$ cat config.mk
export PLATFORM = sky130hd
export DESIGN_NAME = uart_char_display_flat
export DESIGN_NICKNAME = d
export VERILOG_FILES = /design/src/rtl/uart_char_display_if.sv /design/src/rtl/uart_char_display.sv /design/src/flat_wrapper.sv
export SDC_FILE = /design/constraint.sdc
export NUM_CORES = 1
export LEC_CHECK = 0
export CAP_MARGIN = 20
export CORE_ASPECT_RATIO = 1.2
export CORE_MARGIN = 2
export CORE_UTILIZATION = 45
export DETAILED_ROUTE_END_ITERATION = 7
export GPL_TIMING_DRIVEN = 0
export SLEW_MARGIN = 25
export SYNTH_ARGS = -nofsm -noshare
export SYNTH_HDL_FRONTEND = slang
export SYNTH_SLANG_ARGS = --single-unit
$ cat constraint.sdc
create_clock -name clk -period 7.76 [get_ports clk]
set_input_delay 2.328 -clock clk [delete_from_list [all_inputs] [get_ports clk]]
set_output_delay 2.328 -clock clk [all_outputs]
set_load 0.01 [all_outputs]
$ cat src/rtl/uart_char_display_if.sv
// Byte stream from the UART receiver plus the display-side synchronous read port
// of the character frame buffer.
interface uart_char_display_if #(
  parameter int ADDR_W = 5
);
  logic [7:0]        rx_data;
  logic              rx_valid;
  logic [ADDR_W-1:0] rd_addr;
  logic [7:0]        rd_char;

  modport master (output rx_data, output rx_valid, output rd_addr, input rd_char);
  modport slave  (input rx_data, input rx_valid, input rd_addr, output rd_char);
endinterface

$ cat src/rtl/uart_char_display.sv
// Terminal-style character frame buffer: interprets received ASCII bytes as
// print/cursor commands and serves the buffer to the display through a read port.
module uart_char_display #(
  parameter int COLS   = 16,
  parameter int ROWS   = 2,
  parameter int ADDR_W = 5
) (
  input  logic                                    clk,
  input  logic                                    reset,
  uart_char_display_if.slave                      bus,
  output logic [$clog2(COLS)-1:0]                 cursor_col,
  output logic [((ROWS > 1) ? $clog2(ROWS) : 1)-1:0] cursor_row,
  output logic                                    busy,
  output logic [7:0]                              drop_cnt
);

  localparam int COL_W = $clog2(COLS);
  localparam int ROW_W = (ROWS > 1) ? $clog2(ROWS) : 1;
  localparam int DEPTH = ROWS * COLS;

  typedef enum logic [0:0] {ST_IDLE = 1'b0, ST_CLEAR = 1'b1} state_t;

  state_t            state_r, state_s;
  logic [ADDR_W-1:0] clr_addr_r, clr_addr_s;
  logic [COL_W-1:0]  col_r, col_s;
  logic [ROW_W-1:0]  row_r, row_s;
  logic [7:0]        drop_r, drop_s;
  logic              busy_r;
  logic [7:0]        rd_char_r;
  logic              wr_en_s;
  logic [ADDR_W-1:0] wr_addr_s;
  logic [7:0]        wr_data_s;
  logic [ADDR_W-1:0] cur_addr_s;
  logic [7:0]        mem_r [0:(2**ADDR_W)-1];

  function automatic logic [ROW_W-1:0] row_inc(input logic [ROW_W-1:0] r);
    if (r == ROW_W'(ROWS - 1)) begin
      return {ROW_W{1'b0}};
    end else begin
      return r + ROW_W'(1);
    end
  endfunction

  assign cur_addr_s = ADDR_W'(row_r) * ADDR_W'(COLS) + ADDR_W'(col_r);

  // Next-state, cursor and buffer-write decode
  always_comb begin
    state_s    = state_r;
    clr_addr_s = clr_addr_r;
    col_s      = col_r;
    row_s      = row_r;
    drop_s     = drop_r;
    wr_en_s    = 1'b0;
    wr_addr_s  = cur_addr_s;
    wr_data_s  = 8'h20;
    case (state_r)
      ST_CLEAR: begin
        wr_en_s   = 1'b1;
        wr_addr_s = clr_addr_r;
        if (bus.rx_valid && (drop_r != 8'hFF)) begin
          drop_s = drop_r + 8'd1;
        end else begin
          drop_s = drop_r;
        end
        if (clr_addr_r == ADDR_W'(DEPTH - 1)) begin
          state_s    = ST_IDLE;
          clr_addr_s = {ADDR_W{1'b0}};
          col_s      = {COL_W{1'b0}};
          row_s      = {ROW_W{1'b0}};
        end else begin
          clr_addr_s = clr_addr_r + ADDR_W'(1);
        end
      end
      ST_IDLE: begin
        if (!bus.rx_valid) begin
          state_s = ST_IDLE;
        end else if ((bus.rx_data >= 8'h20) && (bus.rx_data <= 8'h7E)) begin
          wr_en_s   = 1'b1;
          wr_data_s = bus.rx_data;
          if (col_r == COL_W'(COLS - 1)) begin
            col_s = {COL_W{1'b0}};
            row_s = row_inc(row_r);
          end else begin
            col_s = col_r + COL_W'(1);
          end
        end else begin
          case (bus.rx_data)
            8'h0D: col_s = {COL_W{1'b0}};
            8'h0A: row_s = row_inc(row_r);
            8'h08: begin
              // Backspace never wraps back onto the previous row
              if (col_r != {COL_W{1'b0}}) begin
                col_s     = col_r - COL_W'(1);
                wr_en_s   = 1'b1;
                wr_addr_s = cur_addr_s - ADDR_W'(1);
              end else begin
                col_s = col_r;
              end
            end
            8'h1B: begin
              state_s    = ST_CLEAR;
              clr_addr_s = {ADDR_W{1'b0}};
            end
            default: state_s = ST_IDLE;
          endcase
        end
      end
      default: begin
        state_s    = ST_CLEAR;
        clr_addr_s = {ADDR_W{1'b0}};
      end
    endcase
  end

  // Control and cursor registers
  always_ff @(posedge clk or posedge reset) begin
    if (reset) begin
      state_r    <= ST_CLEAR;
      clr_addr_r <= {ADDR_W{1'b0}};
      col_r      <= {COL_W{1'b0}};
      row_r      <= {ROW_W{1'b0}};
      drop_r     <= 8'h00;
      busy_r     <= 1'b1;
    end else begin
      state_r    <= state_s;
      clr_addr_r <= clr_addr_s;
      col_r      <= col_s;
      row_r      <= row_s;
      drop_r     <= drop_s;
      busy_r     <= (state_s == ST_CLEAR);
    end
  end

  // Buffer write port; contents are initialised by the clear sweep, not by reset
  always_ff @(posedge clk) begin
    if (wr_en_s) begin
      mem_r[wr_addr_s] <= wr_data_s;
    end
  end

  // Read port: old data on a same-address write, blanks outside the frame
  always_ff @(posedge clk or posedge reset) begin
    if (reset) begin
      rd_char_r <= 8'h20;
    end else if (int'(bus.rd_addr) < DEPTH) begin
      rd_char_r <= mem_r[bus.rd_addr];
    end else begin
      rd_char_r <= 8'h20;
    end
  end

  assign bus.rd_char = rd_char_r;
  assign cursor_col  = col_r;
  assign cursor_row  = row_r;
  assign busy        = busy_r;
  assign drop_cnt    = drop_r;

endmodule

$ cat src/flat_wrapper.sv
// flat-port wrapper written by rule: the top's interface ports become plain ports
module uart_char_display_flat 
#(
  parameter int COLS   = 16,
  parameter int ROWS   = 2,
  parameter int ADDR_W = 5
)
  (clk, reset, cursor_col, cursor_row, busy, drop_cnt, bus_rx_data, bus_rx_valid, bus_rd_addr, bus_rd_char);
  uart_char_display_if #(.ADDR_W(ADDR_W)) bus_i ();
  input  logic clk;
  input  logic reset;
  output logic [$clog2(COLS)-1:0] cursor_col;
  output logic [((ROWS > 1) ? $clog2(ROWS) : 1)-1:0] cursor_row;
  output logic busy;
  output logic [7:0] drop_cnt;
  input wire logic [$bits(bus_i.rx_data)-1:0] bus_rx_data;
  input wire logic [$bits(bus_i.rx_valid)-1:0] bus_rx_valid;
  input wire logic [$bits(bus_i.rd_addr)-1:0] bus_rd_addr;
  output wire logic [$bits(bus_i.rd_char)-1:0] bus_rd_char;
  assign bus_i.rx_data = bus_rx_data;
  assign bus_i.rx_valid = bus_rx_valid;
  assign bus_i.rd_addr = bus_rd_addr;
  assign bus_rd_char = bus_i.rd_char;
  uart_char_display #(.COLS(COLS), .ROWS(ROWS), .ADDR_W(ADDR_W)) u_core (.clk(clk), .reset(reset), .bus(bus_i), .cursor_col(cursor_col), .cursor_row(cursor_row), .busy(busy), .drop_cnt(drop_cnt));
endmodule
=== Word-level counts from Yosys, hierarchy flattened ===
Memories as Yosys holds them, arrays and structs flattened. A register that Yosys moved wholly into a read port is not among the register bits.
Index checks and enable logic that the tools add are counted.

* RAM bits: 256
* Logic and storage cells: 77
* Flip-flop bits (word level): 19
* Input bits: 16
* Memories kept: 1

* $add $sub $neg: 7
* Bitwise gates (word level): 1
* Magnitude comparators: 2
* Muxes and demuxes: 39
* Reduce and logical (&&, ||, !) cells: 7
* Eq/ne operators: 15

{| class="wikitable"
|+ Memories
! name !! depth !! bits a word !! read ports !! clocked after memory_dff !! wr ports !! line !! RTL
|-
| u_core.mem_r || 32 || 8 || 1 || 1 || 1 || uart_char_display.sv:34 || <nowiki>logic [7:0] mem_r [0:(2**ADDR_W)-1];</nowiki>
|}

{| class="wikitable"
|+ Operators by type and width
! cell !! number
|-
| 5-bit 2-to-1 mux || 8
|-
| 8-bit by 4-bit == test with 1-bit output (second input constant) || 3
|-
| 8-bit 2-to-1 mux || 3
|-
| 4-bit 2-to-1 mux || 5
|-
| 5-bit case mux with 2 select lines || 2
|-
| 1-bit 2-to-1 mux || 16
|-
| 4-bit case mux with 2 select lines || 2
|-
| 8-bit by 1-bit adder with 8-bit output (second input constant) || 1
|-
| 8-bit by 5-bit == test with 1-bit output (second input constant) || 1
|-
| 8-bit by 6-bit greater-or-equal comparator with 1-bit output (second input constant) || 1
|-
| 8-bit by 7-bit less-or-equal comparator with 1-bit output (second input constant) || 1
|-
| 2-bit inequality test (second input constant) || 4
|-
| 4-bit by 2-bit inequality test with 1-bit output (second input constant) || 2
|-
| 8-bit inequality test (second input constant) || 1
|-
| 4-bit AND reduction || 2
|-
| 1-bit case mux with 2 select lines || 3
|-
| 5-bit by 1-bit adder with 5-bit output (second input constant) || 1
|-
| 5-bit by 4-bit adder with 5-bit output || 1
|-
| 5-bit == test (second input constant) || 1
|-
| 5-bit by 1-bit subtractor with 5-bit output (second input constant) || 1
|-
| 4-bit by 1-bit adder with 4-bit output (second input constant) || 1
|-
| 4-bit == test (second input constant) || 1
|-
| 4-bit nonzero test || 1
|-
| 4-bit by 1-bit subtractor with 4-bit output (second input constant) || 1
|-
| 7 further kinds || 8
|}

=== Longest topological paths before layout ===
Gate-level depths: netlist of the first run.

* Word-level depth: 8
* Mapped depth: 8
* Depth with buffers taken out: 7

=== Least setup slack after synthesis of the first run ===
No wires, ideal clock.

* Path kind: input port to flip-flop
* From: in bus_rx_data[5]
* To: mem u_core.mem_r[24][0] (enable)
* Slack: 3570 ps
* Buffers on the path: 0
* Data arrival time: 3820 ps
* Stages: 5
* Required time: 7390 ps
* Path through: nor4_4 -> nand3_2 -> o41ai_2 -> nand2_1 -> nor2_1

* Longest elaborated chain between the ends: 7
* Elaborated cells between the ends (all ways): 14

{| class="wikitable"
|+ RTL lines
! what !! line !! RTL
|-
| start, declared || flat_wrapper.sv:16 || <nowiki>input wire logic [$bits(bus_i.rx_data)-1:0] bus_rx_data;</nowiki>
|-
| 8-bit by 6-bit greater-or-equal comparator with 1-bit output (tied with other cells) || uart_char_display.sv:77 || <nowiki>end else if ((bus.rx_data >= 8'h20) && (bus.rx_data <= 8'h7E)) begin</nowiki>
|-
| 1-bit logical AND or 1-bit 2-to-1 mux (tied branches) || uart_char_display.sv:77, uart_char_display.sv:87 ||
|-
| 1-bit 2-to-1 mux || uart_char_display.sv:77 ||
|-
| 1-bit 2-to-1 mux || uart_char_display.sv:75 || <nowiki>if (!bus.rx_valid) begin</nowiki>
|-
| 1-bit case mux with 2 select lines || uart_char_display.sv:56 || <nowiki>case (state_r)</nowiki>
|-
| 1-bit 2-to-1 mux || uart_char_display.sv:136 || <nowiki>if (wr_en_s) begin</nowiki>
|-
| 1-bit 2-to-1 mux (implied by the code) || uart_char_display.sv:137 || <nowiki>mem_r[wr_addr_s] <= wr_data_s;</nowiki>
|-
| end, declared || uart_char_display.sv:34 ||
|}

Parallel ways exist; a longest one is shown, timed or not.

=== Worst setup path after layout of the first run ===
* From: in bus_rx_data[5]
* To: mem u_core.mem_r[20][3] (enable)

The elaborated chain is that of the path after synthesis.

==> results.tsv, run 1 <==
stage	metric	value	unit
final_layout	fill_cells	2024	
hold_path	holdCritPathClass	flip-flop to flip-flop	
setup_path	cp-end-kind	flip-flop	
final_layout	layout_commonest_cell	edfxtp_1	
detailed_routing	dr_drc_count	0	
setup_path	worst_ep_required_time	7920	ps
logic_synthesis	synth_edf_count	256	
logic_synthesis	synth_async_sr_flop_share	0.09541	
setup_path	critPathKind	primary input to flip-flop	
final_layout	mostFrequentLayoutCells	edfxtp_1 (256), mux4_2 (56), o21ai_0 (38), nor2_1 (38), nand2_1 (34)	
pwr	power_share_of_the_clock_group	0.392	
global_route	via_count_of_the_first_global_routing_pass	6529	
floorplan	initial_core_util	0.4575	
clocking	postCtsHoldBufs	0	
floorplan	fp.dieArea	27280	sq um
hold_path	hold_start	u_core.drop_cnt[4]	
clocking	postCtsSetupRepairBufs	0	
floorplan	top_level_ports	38	
placed_design	place_congestion	0.9041	
final_layout	final_layout_size_suffix_gt1_frac	0.2080	
global_route	gr-total-overflow	0	
logic_synthesis	synth-seq-cells	283	
floorplan	row_count	64	
global_route	global_route_wire_length_before_repair	38.40	mm
pwr	logic_pwr_share	0.090	
detailed_routing	drt-pass1-iter-count	6	
detailed_routing	wl_per_cell	22.50	um
detailed_routing	routed_via_density	5.677	
logic_synthesis	synth.cell_area	11690	sq um
pwr	peakVddDrop	0.1485	mV
placed_design	port-buffer-count	33	
placed_design	dp_cells	1058	
timing	setup_repair_after_global_routing_missed_its_margin	false	
timing	final_hold_viol_count	0	
clocking	cts-buffers-inserted	28	
timing	fin_crit	4986	ps
timing	achievable-frequency	200.6	MHz
clocking	htree_levels	1	
final_layout	diodes	0	
final_layout	multi_input_comb_area	3288	sq um
setup_path	critPathArrivalTime	5150	ps
clocking	max-clock-path-buffers	3	
final_layout	seqCellArea	8366	sq um
detailed_routing	initial_drc_count	531	
pwr	static_leakage	4.435	nW
logic_synthesis	ys_warn_count	0	
clocking	tritoncts_clock_tree	yes	
timing	tightest_slew	872.4	ps
logic_synthesis	syn_inst	664	
setup_path	crit-reg2reg-launch	u_core.cursor_col[0]	
timing	tns	0	ps
timing	final_count_of_pins_violating_max_slew	0	
floorplan	fp.coreArea	25540	sq um
timing	layout_worst_path_cycle_share	0.6425	
timing	timing.clock.skew	8.905	ps
global_route	grt_antenna_before_repair	0	
outcome	outcome	complete, no violations	
pwr	power.density	249.4	nW/um^2
logic_synthesis	most_frequently_used_flop_master_after_synthesis	edfxtp_1	
pwr	power.switching_fraction	0.2254	
final_layout	layout.nets	779	
global_route	grt_start_max_net_pins	33	
clocking	cts.repair.resized	0	
timing	timing.max_slew.rel_slack	0.4163	
clocking	worstSkewPairLatency	530	ps
clocking	clock_sink_count	283	
timing	setup-violations-final	0	
detailed_routing	count_of_antenna_violating_nets_left_after_detailed_routing	0	
pwr	sequentialPowerShare	0.518	
final_layout	layout.cells.non_filler	1109	
floorplan	die_w	151.1	um
pwr	internal_power	2.599	mW
detailed_routing	vias_post_dr	6296	
run	max_cap_violations	0	
global_route	grt_util_all_layers	0.1881	
logic_synthesis	synth.avg_cell_area	17.60	sq um
setup_path	path_max_fanout	9	
setup_path	crit_start	bus_rx_data[5]	
pwr	total_switching_power	0.7563	mW
logic_synthesis	ys_types	58	
final_layout	syn2layout_area_growth	15.12	%
placed_design	dp_hpwl	16.56	mm
setup_path	timing.critical_path.from_type	primary input	
detailed_routing	wirelength	24.96	mm
clocking	clk_pin_slew_worst_paths	60	ps
floorplan	floorplan.die.height	180.5	um
clocking	cts_root_buf	clkbuf_16	
logic_synthesis	seq_total_area_yosys	0.7158	
cells in the mapped netlist, types with 3 or more instances:
cell | instances | share of area
edfxtp_1 | 256 | 0.66
mux4_2 | 56 | 0.11
nor2_1 | 38 | 0.012
o21ai_0 | 38 | 0.016
nand2_1 | 34 | 0.011
a21oi_1 | 26 | 0.011
dfrtp_1 | 25 | 0.054
mux2_2 | 21 | 0.020
mux2i_1 | 19 | 0.016
clkbuf_1 | 13 | 0.0042
and3_1 | 11 | 0.0059
buf_2 | 11 | 0.0047
nand4_1 | 10 | 0.0054
a31oi_1 | 9 | 0.0048
or2_2 | 9 | 0.0048
inv_1 | 6 | 0.0019
xnor2_1 | 6 | 0.0045
ha_1 | 5 | 0.0054
nand2b_1 | 5 | 0.0027
nand3_1 | 5 | 0.0021
nor2b_1 | 5 | 0.0027
buf_1 | 4 | 0.0013
o211ai_1 | 4 | 0.0026
a311oi_1 | 3 | 0.0022
flip-flops by register name (all words and copies together) (netlist names):
| register | flops |
|---|---|
| u_core.bus.rd_char | 8 |
| u_core.clr_addr_r | 5 |
| u_core.cursor_col | 4 |
| u_core.cursor_row | 1 |
| u_core.drop_cnt | 8 |
| u_core.mem_r | 256 |
| u_core.state_r | 1 |
final cells by class:
class,count,share of cell area
clock inverters,12,0.008650
plain buffers,30,0.009952
well taps,330,0.03069
clock buffers,39,0.05822
inverters,6,0.001674
multi-input cells,376,0.2444
flip-flops and latches,283,0.6218
repair buffers,33,0.02455
path summary, 6_finish.rpt:
path	endpoint	slack, ps	cells after the start
worst max-delay path	u_core.mem_r[20][3]	2770	6
worst min-delay path	u_core.drop_cnt[4]	490	1
worst max register to register	u_core.mem_r[20][3]	4400	8
worst min register to register	u_core.drop_cnt[4]	490	1
max in group asynchronous	u_core.bus.rd_char[6]	5140	2
min in group asynchronous	u_core.drop_cnt[6]	2210	2
power groups by stage:
stage | Combinational (mW) | Sequential (mW) | Clock, mW
detailed placement | 0.304 | 1.77 | 0
CTS | 0.306 | 1.74 | 1.34
global route | 0.331 | 1.74 | 1.39
floorplan | 0.179 | 1.77 | 0
finish | 0.303 | 1.74 | 1.31
global placement | 0.297 | 1.77 | 0
worst max-delay path, cell delays in order:
cell             delay (ps)
clkdlybuf4s50_1         540
nor4_4                  610
nand4_1                 200
o221ai_1                300
nand2_1                 380
nor2_1                  780
through the flow:
stage | setup slack [ps] | hold WS, ps | util | instance area (sq um) | total power [mW]
2_1_floorplan | 3570 | 453.4 | - | 11800 | 1.945
3_5_place_dp | 2249 | 481.0 | 0.4913 | 12550 | 2.072
6_report | 2774 | 491.3 | 0.5266 | 13450 | 3.355
3_3_place_gp | 2353 | 480.2 | 0.4911 | 12550 | 2.064
5_1_grt | 2571 | 517.3 | 0.5266 | 13450 | 3.468
4_1_cts | 2811 | 497.2 | 0.5265 | 13450 | 3.381
cells by family (layout without fill, tap and decap cells):
logic type                 Yosys count  after routing  share of synthesized area
DFF                                283            283                     0.7158
and+or+nand+nor                    134            134                    0.06071
AOI/OAI and AO/OA                  101            101                    0.05396
muxes                               96             96                     0.1444
buffers and inverters               36            120                    0.01338
xor gates and xnor gates             8              8                   0.005996
adders and majority gates            5              5                   0.005353
other                                1             32                  0.0003209
per-layer routing:
layer / wire [um] / vias up / track usage
li1: - / 2831 / -
met1: 10270 / 3184 / 0.2574
met2: 12690 / 246 / 0.3207
met3: 1538 / 35 / 0.02253
met4: 464 / 0 / 0.04935
met5: 0 / - / 0
(Power assumes the default switching activity.)
==> run 2: changes to the inputs <==
- clock period: 7.76 -> 4.15 ns (I/O delays scaled with it)
==> results of run 2 <==
The final DEF is identical to that of run 1. Status: complete, no violations.
Main changes from that run: setup slack after placement 2249 ps -> -278.4 ps; setup slack after layout 2774 ps -> 247.0 ps; register-to-register setup slack 4400 ps -> 790 ps; total power 3.355 mW -> 6.273 mW; worst IR drop on VDD 0.1485 mV -> 0.2777 mV
==> run 3: changes to the inputs <==
- CORE_ASPECT_RATIO: 1.2 -> 0.7
==> results.tsv, run 3 (synthesized netlist as in run 1, its figures left out) <==
stage	metric	value	unit
timing	timing.max_slew.rel_slack	0.4407	
clocking	postCtsSetupRepairBufs	0	
detailed_routing	count_of_antenna_violating_nets_left_after_detailed_routing	0	
setup_path	critPathTopFamily	simple AND/OR/NAND/NOR gates	
clocking	cts-buffers-inserted	28	
setup_path	crit_path_max_incr_delay	790	ps
outcome	outcome	complete, no violations	
final_layout	syn2layout_area_growth	15.27	%
global_route	grt_util_all_layers	0.1940	
detailed_routing	dr_drc_count	0	
timing	final_count_of_pins_violating_max_slew	0	
clocking	cts_root_buf	clkbuf_16	
floorplan	fp.dieArea	27300	sq um
clocking	worstSkewPairLatency	540	ps
detailed_routing	routed_via_density	5.744	
setup_path	timing.critical_path.from_type	primary input	
global_route	global_route_wire_length_before_repair	39.46	mm
detailed_routing	wirelength	25.65	mm
timing	achievable-frequency	254.4	MHz
global_route	grt_start_max_net_pins	33	
clocking	clk_pin_slew_worst_paths	60	ps
placed_design	post-place-ws	-292.2	ps
final_layout	mostFrequentLayoutCells	edfxtp_1 (256), mux4_2 (56), o21ai_0 (38), nor2_1 (38), nand2_1 (34)	
final_layout	multi_input_comb_area	3288	sq um
final_layout	final_layout_size_suffix_gt1_frac	0.2064	
floorplan	top_level_ports	38	
pwr	power.density	471.1	nW/um^2
final_layout	seqCellArea	8366	sq um
clocking	htree_levels	1	
detailed_routing	vias_post_dr	6382	
floorplan	initial_core_util	0.4560	
floorplan	row_count	49	
detailed_routing	initial_drc_count	572	
floorplan	die_w	196.6	um
final_layout	fill_cells	2058	
floorplan	floorplan.die.height	138.8	um
final_layout	largest_register_ffs	256	
timing	timing.clock.skew	10.15	ps
setup_path	cp_slowest_cell	nor2_1	
pwr	peakVddDrop	0.3524	mV
placed_design	place_congestion	0.8971	
timing	final_hold_viol_count	0	
final_layout	layout_commonest_cell	edfxtp_1	
global_route	grt_antenna_before_repair	0	
final_layout	diodes	0	
run	max_cap_violations	0	
clocking	cts.repair.resized	0	
clocking	postCtsHoldBufs	0	
timing	layout_worst_path_cycle_share	0.9471	
final_layout	layout.nets	779	
final_layout	layout.core_utilization	0.5256	
pwr	design_power_total	6.347	mW
placed_design	dp_hpwl	16.94	mm
detailed_routing	top_layer	met4	
setup_path	critPathBufInv	1	
setup_path	critPathKind	primary input to flip-flop	
global_route	via_count_of_the_first_global_routing_pass	6541	
detailed_routing	met2RoutedLength	11.65	mm
hold_path	holdCritPathClass	flip-flop to flip-flop	
timing	finalWorstSetupSlack	219.7	ps
final_layout	largest-register	u_core.mem_r	
global_route	gr-total-overflow	0	
timing	tightest_slew	835.8	ps
timing	fin_crit	3930	ps
placed_design	port-buffer-count	33	
setup_path	list_of_cells_traversed_by_the_critical_path	clkdlybuf4s50_1 -> nor4b_4 -> nand4_1 -> o221ai_1 -> nand2_1 -> nor2_1	
timing	tns	0	ps
timing	setup_repair_after_global_routing_missed_its_margin	false	
clocking	tritoncts_clock_tree	yes	
setup_path	path_max_fanout	8	
detailed_routing	wl_met3	2.080	mm
clocking	clock_sink_count	283	
pwr	static_leakage	4.429	nW
clocking	max-clock-path-buffers	3	
detailed_routing	drt-pass1-iter-count	6	
setup_path	worst_ep_required_time	4320	ps
detailed_routing	wirelength_met1	11.39	mm
detailed_routing	wl_per_cell	23.09	um
setup_path	critPathArrivalTime	4100	ps
timing	setup-violations-final	0	
floorplan	fp.coreArea	25630	sq um
setup_path	cp-end-kind	flip-flop	
run 3: cell types whose count changed in the layout (fill, tap and decap cells not counted):
cell	previous run	this run
clkinvlp_4	1	3
clkinv_4	0	1
clkinv_2	6	3
inv_8	1	0
inv_6	0	1
bufinv_16	2	3
clkbuf_1	21	19
clkinv_1	2	6
clkbuf_8	2	0
run 3: area by class of cell:
| type | instances | area share |
|---|---|---|
| buffer | 30 | 0.009939 |
| clock buffer | 35 | 0.05555 |
| clock inverter | 17 | 0.01245 |
| inverter | 6 | 0.001672 |
| multi-input combinational | 376 | 0.2441 |
| sequential | 283 | 0.6210 |
| tap | 331 | 0.03074 |
| timing repair buffer | 33 | 0.02452 |
run 3: report_power, final:
group | switching, mW | leakage, nW | internal [mW]
sequential | 0.0610 | 2.68 | 3.18
clock | 1.06 | 0.437 | 1.47
combinational | 0.345 | 1.31 | 0.235
total | 1.46 | 4.43 | 4.88
run 3: worst paths after layout:
kind	start	endpoint	slack (ps)	cells past startpoint
max	bus_rx_data[1]	u_core.mem_r[2][7]	220	6
min	u_core.drop_cnt[4]	u_core.drop_cnt[4]	510	1
max reg2reg	u_core.cursor_col[0]	u_core.mem_r[2][7]	750	8
min reg2reg	u_core.drop_cnt[4]	u_core.drop_cnt[4]	510	1
max in group asynchronous	reset	u_core.cursor_col[3]	2610	2
min in group asynchronous	reset	u_core.drop_cnt[2]	1120	2
run 3: routing by layer:
layer  global-route usage  vias to the layer above
met3              0.05666                       43
met5                    0                        -
li1                     -                     2835
met4              0.04551                        0
met1               0.2780                     3279
met2               0.2966                      225
run 3: stage by stage:
step | instance area (sq um) | hold slack (ps) | std cells
3_3_place_gp | 12550 | 476.5 | 1059
3_5_place_dp | 12550 | 494.1 | 1059
2_1_floorplan | 11800 | 453.4 | 695
6_report | 13470 | 506.6 | 1111
4_1_cts | 13470 | 506.5 | 1111
5_1_grt | 13470 | 543.1 | 1111
